$ cat src/rtl/adxl362_spi_sequencer.sv
// ADXL362 bring-up and periodic X/Y/Z burst reader driving a byte-level SPI shifter through a start/done handshake.
// Define ADXL_TEMP_READ_EN to extend each burst with TL/TH and drive temp_out; otherwise temp_out is tied to zero.
module adxl362_spi_sequencer #(
  parameter int BOOT_WAIT_CYCLES = 1000000,
  parameter int SAMPLE_PERIOD    = 10000000,
  parameter int CS_GAP_CYCLES    = 16,
  parameter int TIMEOUT_CYCLES   = 4096
) (
  input  logic        Clock_100MHz,
  input  logic        Reset,
  input  logic        Enable,
  output logic        spi_start,
  output logic [7:0]  spi_tx_byte,
  input  logic        spi_busy,
  input  logic        spi_done,
  input  logic [7:0]  spi_rx_byte,
  output logic        CS,
  output logic [11:0] accel_x,
  output logic [11:0] accel_y,
  output logic [11:0] accel_z,
  output logic [11:0] temp_out,
  output logic        sample_valid,
  output logic        init_done,
  output logic        spi_error
);

`ifdef ADXL_TEMP_READ_EN
  localparam logic [3:0] RD_LAST = 4'd9;
`else
  localparam logic [3:0] RD_LAST = 4'd7;
`endif

  typedef enum logic [2:0] {RST_WR, BOOT_WAIT, CFG_WR, IDLE, RD_BURST, UPDATE} state_t;
  typedef enum logic [1:0] {PH_GAP, PH_START, PH_WAIT} phase_t;

  state_t      r_state, w_state;
  phase_t      r_phase, w_phase;
  logic [3:0]  r_idx, w_idx;
  logic        r_cs, w_cs;
  logic        r_start, w_start;
  logic [7:0]  r_tx, w_tx;
  logic        r_init, w_init;
  logic        r_err, w_err;
  logic [31:0] r_boot_cnt, w_boot_cnt;
  logic [31:0] r_to_cnt, w_to_cnt;
  logic [31:0] r_gap_cnt, r_tick_cnt;
  logic        w_tick, w_xfer, w_cap;
  logic [3:0]  w_last_idx;
  logic [7:0]  w_byte;
  logic [11:0] r_x, r_y, r_z;
  logic [11:0] r_ax, r_ay, r_az;
  logic        r_sv;

  assign w_xfer     = (r_state == RST_WR) || (r_state == CFG_WR) || (r_state == RD_BURST);
  assign w_last_idx = (r_state == RD_BURST) ? RD_LAST : 4'd2;
  assign w_tick     = r_init && (r_tick_cnt == 32'(SAMPLE_PERIOD - 1));

  always_comb begin
    w_byte = 8'h00;
    case (r_state)
      RST_WR: begin
        case (r_idx)
          4'd0:    w_byte = 8'h0A;
          4'd1:    w_byte = 8'h1F;
          default: w_byte = 8'h52;
        endcase
      end
      CFG_WR: begin
        case (r_idx)
          4'd0:    w_byte = 8'h0A;
          4'd1:    w_byte = 8'h2D;
          default: w_byte = 8'h02;
        endcase
      end
      RD_BURST: begin
        if (r_idx == 4'd0)      w_byte = 8'h0B;
        else if (r_idx == 4'd1) w_byte = 8'h0E;
      end
      default: w_byte = 8'h00;
    endcase
  end

  always_comb begin
    w_state    = r_state;
    w_phase    = r_phase;
    w_idx      = r_idx;
    w_cs       = r_cs;
    w_start    = 1'b0;
    w_tx       = r_tx;
    w_init     = r_init;
    w_err      = r_err;
    w_boot_cnt = r_boot_cnt;
    w_to_cnt   = r_to_cnt;
    w_cap      = 1'b0;
    if (w_xfer) begin
      case (r_phase)
        PH_GAP: begin
          // CS drops here; the first start follows one cycle later from PH_START.
          if (r_gap_cnt >= 32'(CS_GAP_CYCLES - 1)) begin
            w_cs    = 1'b0;
            w_phase = PH_START;
          end
        end
        PH_START: begin
          if (!spi_busy) begin
            w_start  = 1'b1;
            w_tx     = w_byte;
            w_to_cnt = '0;
            w_phase  = PH_WAIT;
          end
        end
        PH_WAIT: begin
          if (spi_done) begin
            w_cap = 1'b1;
            if (r_idx == w_last_idx) begin
              w_cs    = 1'b1;
              w_idx   = 4'd0;
              w_phase = PH_GAP;
              case (r_state)
                RST_WR: begin
                  w_state    = BOOT_WAIT;
                  w_boot_cnt = '0;
                end
                CFG_WR: begin
                  w_state = IDLE;
                  w_init  = 1'b1;
                end
                default: w_state = UPDATE;
              endcase
            end else begin
              w_idx   = r_idx + 4'd1;
              w_phase = PH_START;
            end
          end else if (r_to_cnt >= 32'(TIMEOUT_CYCLES - 1)) begin
            w_err   = 1'b1;
            w_cs    = 1'b1;
            w_init  = 1'b0;
            w_state = RST_WR;
            w_phase = PH_GAP;
            w_idx   = 4'd0;
          end else begin
            w_to_cnt = r_to_cnt + 32'd1;
          end
        end
        default: w_phase = PH_GAP;
      endcase
    end else begin
      case (r_state)
        BOOT_WAIT: begin
          if (r_boot_cnt >= 32'(BOOT_WAIT_CYCLES - 1)) w_state = CFG_WR;
          else w_boot_cnt = r_boot_cnt + 32'd1;
        end
        IDLE:    if (w_tick && Enable) w_state = RD_BURST;
        UPDATE:  w_state = IDLE;
        default: w_state = RST_WR;
      endcase
    end
  end

  always_ff @(posedge Clock_100MHz or posedge Reset) begin
    if (Reset) begin
      r_state    <= RST_WR;
      r_phase    <= PH_GAP;
      r_idx      <= 4'd0;
      r_cs       <= 1'b1;
      r_start    <= 1'b0;
      r_tx       <= 8'h00;
      r_init     <= 1'b0;
      r_err      <= 1'b0;
      r_boot_cnt <= '0;
      r_to_cnt   <= '0;
    end else begin
      r_state    <= w_state;
      r_phase    <= w_phase;
      r_idx      <= w_idx;
      r_cs       <= w_cs;
      r_start    <= w_start;
      r_tx       <= w_tx;
      r_init     <= w_init;
      r_err      <= w_err;
      r_boot_cnt <= w_boot_cnt;
      r_to_cnt   <= w_to_cnt;
    end
  end

  always_ff @(posedge Clock_100MHz or posedge Reset) begin
    if (Reset)                                r_gap_cnt <= '0;
    else if (!r_cs)                           r_gap_cnt <= '0;
    else if (r_gap_cnt < 32'(CS_GAP_CYCLES))  r_gap_cnt <= r_gap_cnt + 32'd1;
  end

  // Sample timebase only free-runs once the sensor is configured.
  always_ff @(posedge Clock_100MHz or posedge Reset) begin
    if (Reset)                  r_tick_cnt <= '0;
    else if (!r_init || w_tick) r_tick_cnt <= '0;
    else                        r_tick_cnt <= r_tick_cnt + 32'd1;
  end

`ifdef ADXL_TEMP_READ_EN
  logic [11:0] r_t, r_temp;
`endif

  always_ff @(posedge Clock_100MHz or posedge Reset) begin
    if (Reset) begin
      r_x <= '0;
      r_y <= '0;
      r_z <= '0;
`ifdef ADXL_TEMP_READ_EN
      r_t <= '0;
`endif
    end else if (w_cap && (r_state == RD_BURST)) begin
      case (r_idx)
        4'd2: r_x[7:0]  <= spi_rx_byte;
        4'd3: r_x[11:8] <= spi_rx_byte[3:0];
        4'd4: r_y[7:0]  <= spi_rx_byte;
        4'd5: r_y[11:8] <= spi_rx_byte[3:0];
        4'd6: r_z[7:0]  <= spi_rx_byte;
        4'd7: r_z[11:8] <= spi_rx_byte[3:0];
`ifdef ADXL_TEMP_READ_EN
        4'd8: r_t[7:0]  <= spi_rx_byte;
        4'd9: r_t[11:8] <= spi_rx_byte[3:0];
`endif
        default: ;
      endcase
    end
  end

  // Outputs only move from UPDATE, so a burst cut short never reaches them.
  always_ff @(posedge Clock_100MHz or posedge Reset) begin
    if (Reset) begin
      r_ax <= '0;
      r_ay <= '0;
      r_az <= '0;
      r_sv <= 1'b0;
`ifdef ADXL_TEMP_READ_EN
      r_temp <= '0;
`endif
    end else begin
      r_sv <= (r_state == UPDATE);
      if (r_state == UPDATE) begin
        r_ax <= r_x;
        r_ay <= r_y;
        r_az <= r_z;
`ifdef ADXL_TEMP_READ_EN
        r_temp <= r_t;
`endif
      end
    end
  end

`ifdef ADXL_TEMP_READ_EN
  assign temp_out = r_temp;
`else
  assign temp_out = 12'h000;
`endif

  assign spi_start    = r_start;
  assign spi_tx_byte  = r_tx;
  assign CS           = r_cs;
  assign accel_x      = r_ax;
  assign accel_y      = r_ay;
  assign accel_z      = r_az;
  assign sample_valid = r_sv;
  assign init_done    = r_init;
  assign spi_error    = r_err;

endmodule

$ cat config.mk
export PLATFORM = sky130hd
export DESIGN_NAME = adxl362_spi_sequencer
export DESIGN_NICKNAME = d
export VERILOG_FILES = /design/src/rtl/adxl362_spi_sequencer.sv
export SDC_FILE = /design/constraint.sdc
export NUM_CORES = 1
export LEC_CHECK = 0
export BUFFER_PORTS_ARGS = -buffer_cell sky130_fd_sc_hd__buf_4
export CORE_UTILIZATION = 45
export DETAILED_ROUTE_END_ITERATION = 10
export GPL_ROUTABILITY_DRIVEN = 0
export GPL_TIMING_DRIVEN = 0
export PLACE_DENSITY = 0.63
export SYNTH_ARGS = -nofsm -noshare
export SYNTH_HDL_FRONTEND = slang
export SYNTH_SLANG_ARGS = --single-unit
$ cat constraint.sdc
create_clock -name Clock_100MHz -period 15.3 [get_ports Clock_100MHz]
set_clock_uncertainty 0.2 [all_clocks]
set_input_delay 3.06 -clock Clock_100MHz [delete_from_list [all_inputs] [get_ports Clock_100MHz]]
set_output_delay 3.06 -clock Clock_100MHz [all_outputs]
set_load 0.05 [all_outputs]
==> impl_metrics.yaml <==
finish:
  antenna_cells: 0
  syn_to_final_growth_pct: 17.4
  drive_gt1_share_pct: 21.4
  layout_commonest_cell: "dfrtp_1"
  final_nets: 1008
  mostFrequentLayoutCells: "dfrtp_1, nor2_1, nand2_1, buf_4, mux2_2"
synth:
  yosys_warnings: 0
  synth-edff-count: 0
  async_flop_share_pct: 100
  netlist_instances: 887
  synthFlopType: "dfrtp_1"
  ys_seq_elements: 221
  seq_area_frac_synth_pct: 57.1
  syn_area_per_cell_um2: 10.9
  ys_types: 52
  netlist_area_mm2: 0.00969
min_path:
  hp-class: "register to register"
timing:
  setup_viol: 0
  totalNegativeSetupSlack_ns: 0
  max-slew-margin-rel_pct: 39.2
  fin_crit_sh_pct: 30.6
  slew_viol_final: 0
  rsz0062_at_grt: "false"
  max_freq_mhz: 213
  finalCriticalPeriod_ns: 4.69
  final_hold_viol_count: 0
  tightest_slew_ns: 0.905
  hold-worst-slack_ns: 0.282
power:
  worst_ir_drop_vdd_mv: 0.0796
  p_leak_nw: 5.34
  p_seq_share_pct: 49.3
  power_density_mw_per_mm2: 104
  total_power_w: 0.00119
  p_comb_share_pct: 2.4
  p_switching_w: 0.000254
  switching_share_pct: 21.4
  power_frac_clock_pct: 48.3
  cellInternalPower_w: 0.000934
grt:
  overflow: 0
  grt_usage_pct: 18.7
  grt_pass1_vias: 6649
  grt_max_degree: 115
  grt_pass1_wl_mm: 33.7
  antenna_found_initial: 0
routing:
  met2_length_mm: 8.95
  highest_layer: "met4"
  drtIter0Drc: 426
  via_count: 6738
  drt_pass1_iterations: 5
  wl_met3_um: 970
  wl_met1_mm: 9.74
  drc: 0
  wl_mm: 19.9
  wl_per_cell_um: 15.5
  via_per_inst: 5.26
  ant_nets: 0
clock_tree:
  ctsHtreeMaxLevel: 1
  cts_buffer_depth: 3
  postCtsSetupRepairBufs: 0
  cts_root_buf: "clkbuf_16"
  cts_tree: "done"
  cts_resized: 0
  clk_latency_ns: 0.51
  cts.sinks: 221
  ctsHoldBuffers: 0
  clk_pin_slew_ns: 0.06
  cts_buffers: 25
placed_design:
  io_buffers: 60
  hpwl_mm: 13.2
floorplanning:
  pin_count: 74
  core-area_mm2: 0.0211
  die_h_um: 149
  start_util_pct: 45.9
  die_area_mm2: 0.0221
  die_x_um: 149
  num_rows: 53
worst_setup_path:
  critPathCaptureType: "register"
  path_max_fanout: 10
  crit_arrival_ns: 4.91
  cp-start-kind: "primary input"
  criticalPathCategory: "primary input to register"
  worstPathRequired_ns: 15.53
status:
  status: "complete, no violations"
flow_run:
  cap_viol_max_count: 0
cell families (layout without fill, tap and decap cells):
family	after synthesis	in the layout	share of synthesized area [%]
AND/OR/NAND/NOR	367	367	19.6
multiplexers	75	75	8.68
buffers and inverters	65	171	3.47
AO/OA/AOI/OAI	122	122	7.53
flip-flops	221	221	57.1
other	1	13	0.0387
XOR/XNOR	28	28	2.53
adder cells (fa/ha/maj)	8	8	1.03
registers in the layout, summed over array words and instances (netlist names), 32 cells and up:
| signal | count |
|---|---|
| r_tick_cnt | 32 |
| r_gap_cnt | 32 |
| r_to_cnt | 32 |
| r_boot_cnt | 32 |
cells in the mapped netlist, drive strengths merged (2+ instances only):
master / number / area, µm²
nor2: 79 / 297
o21ai: 52 / 260
nor3b: 3 / 22.5
nand2: 73 / 274
nor4: 22 / 144
xnor2: 17 / 149
and4: 2 / 17.5
o311ai: 2 / 17.5
a211oi: 2 / 15.0
a41oi: 5 / 43.8
a31oi: 16 / 100
o211ai: 2 / 15.0
nand3: 43 / 215
mux2i: 3 / 30.0
o31ai: 10 / 75.1
dfrtp: 220 / 5510
nand2b: 2 / 12.5
nor4b: 6 / 65.1
and3: 17 / 106
nand4: 19 / 119
a21oi: 24 / 128
and2: 51 / 319
ha: 8 / 100
buf: 28 / 198
or3: 17 / 106
nor2b: 4 / 25.0
or4: 4 / 30.0
mux2: 72 / 811
or2: 7 / 43.8
clkbuf: 21 / 78.8
xor2: 11 / 96.3
inv: 16 / 60.1
a22o: 3 / 26.3
nor3: 16 / 85.1
through the flow:
| step | utilization (%) | setup WS [ns] | area [µm²] | std cells |
|---|---|---|---|---|
| floorplan | - | 5.99 | 9730 | 899 |
| finish | 53.9 | 10.61 | 11400 | 1280 |
| detailed placement | 50.1 | 10.12 | 10600 | 1235 |
| CTS | 53.9 | 10.64 | 11400 | 1280 |
| global placement | 49.9 | 3.41 | 10500 | 1234 |
| global route | 53.9 | 10.46 | 11400 | 1280 |
worst max-delay path, stage by stage:
cell and delay, ns:
buf_4 0.09, nand2b_1 0.12, or3_1 0.10, clkbuf_1 0.34
inv_1 0.23, a21oi_2 0.27, clkbuf_1 0.39, o21ai_0 0.17
a21oi_1 0.14
area by class of cell:
| class | count | area, µm² |
|---|---|---|
| inverter | 16 | 67.6 |
| clock inverter | 8 | 46.3 |
| clock buffer | 37 | 761 |
| tap | 275 | 344 |
| sequential | 221 | 5530 |
| multi-input combinational | 613 | 3860 |
| fill | 1873 | 9720 |
| timing repair buffer | 61 | 478 |
| buffer | 49 | 277 |
metal layers:
layer  global-route usage [%]  vias to the layer above
met5                        0                        -
met4                     4.18                        0
met3                     3.31                       20
met2                     28.3                      111
met1                     27.8                     3304
li1                         -                     3303
worst paths after layout:
| kind | slack [ns] | startpoint | end | cells after the start |
|---|---|---|---|---|
| worst max-delay path | 10.61 | spi_busy | r_to_cnt[7]$_DFFE_PP0P_ | 9 |
| worst min-delay path | 0.28 | spi_tx_byte[6]$_DFFE_PP0P_ | spi_tx_byte[6]$_DFFE_PP0P_ | 2 |
| worst max register to register | 12.66 | r_phase[1]$_DFFE_PP0P_ | r_z[4]$_DFFE_PP0P_ | 5 |
| worst min register to register | 0.28 | spi_tx_byte[6]$_DFFE_PP0P_ | spi_tx_byte[6]$_DFFE_PP0P_ | 2 |
| max in group asynchronous | 11.38 | Reset | r_boot_cnt[18]$_DFFE_PP0P_ | 3 |
| min in group asynchronous | 2.51 | Reset | sample_valid$_DFF_PP0_ | 2 |
power by group through the flow:
stage          sequential, W  combinational (W)  clock, W
3_3_place_gp        0.000596          0.0000284         0
3_5_place_dp        0.000596          0.0000296         0
6_report            0.000585          0.0000286  0.000574
4_1_cts             0.000585          0.0000296  0.000589
5_1_grt             0.000585          0.0000323  0.000615
2_1_floorplan       0.000596          0.0000200         0
(Power assumes the default switching activity.)
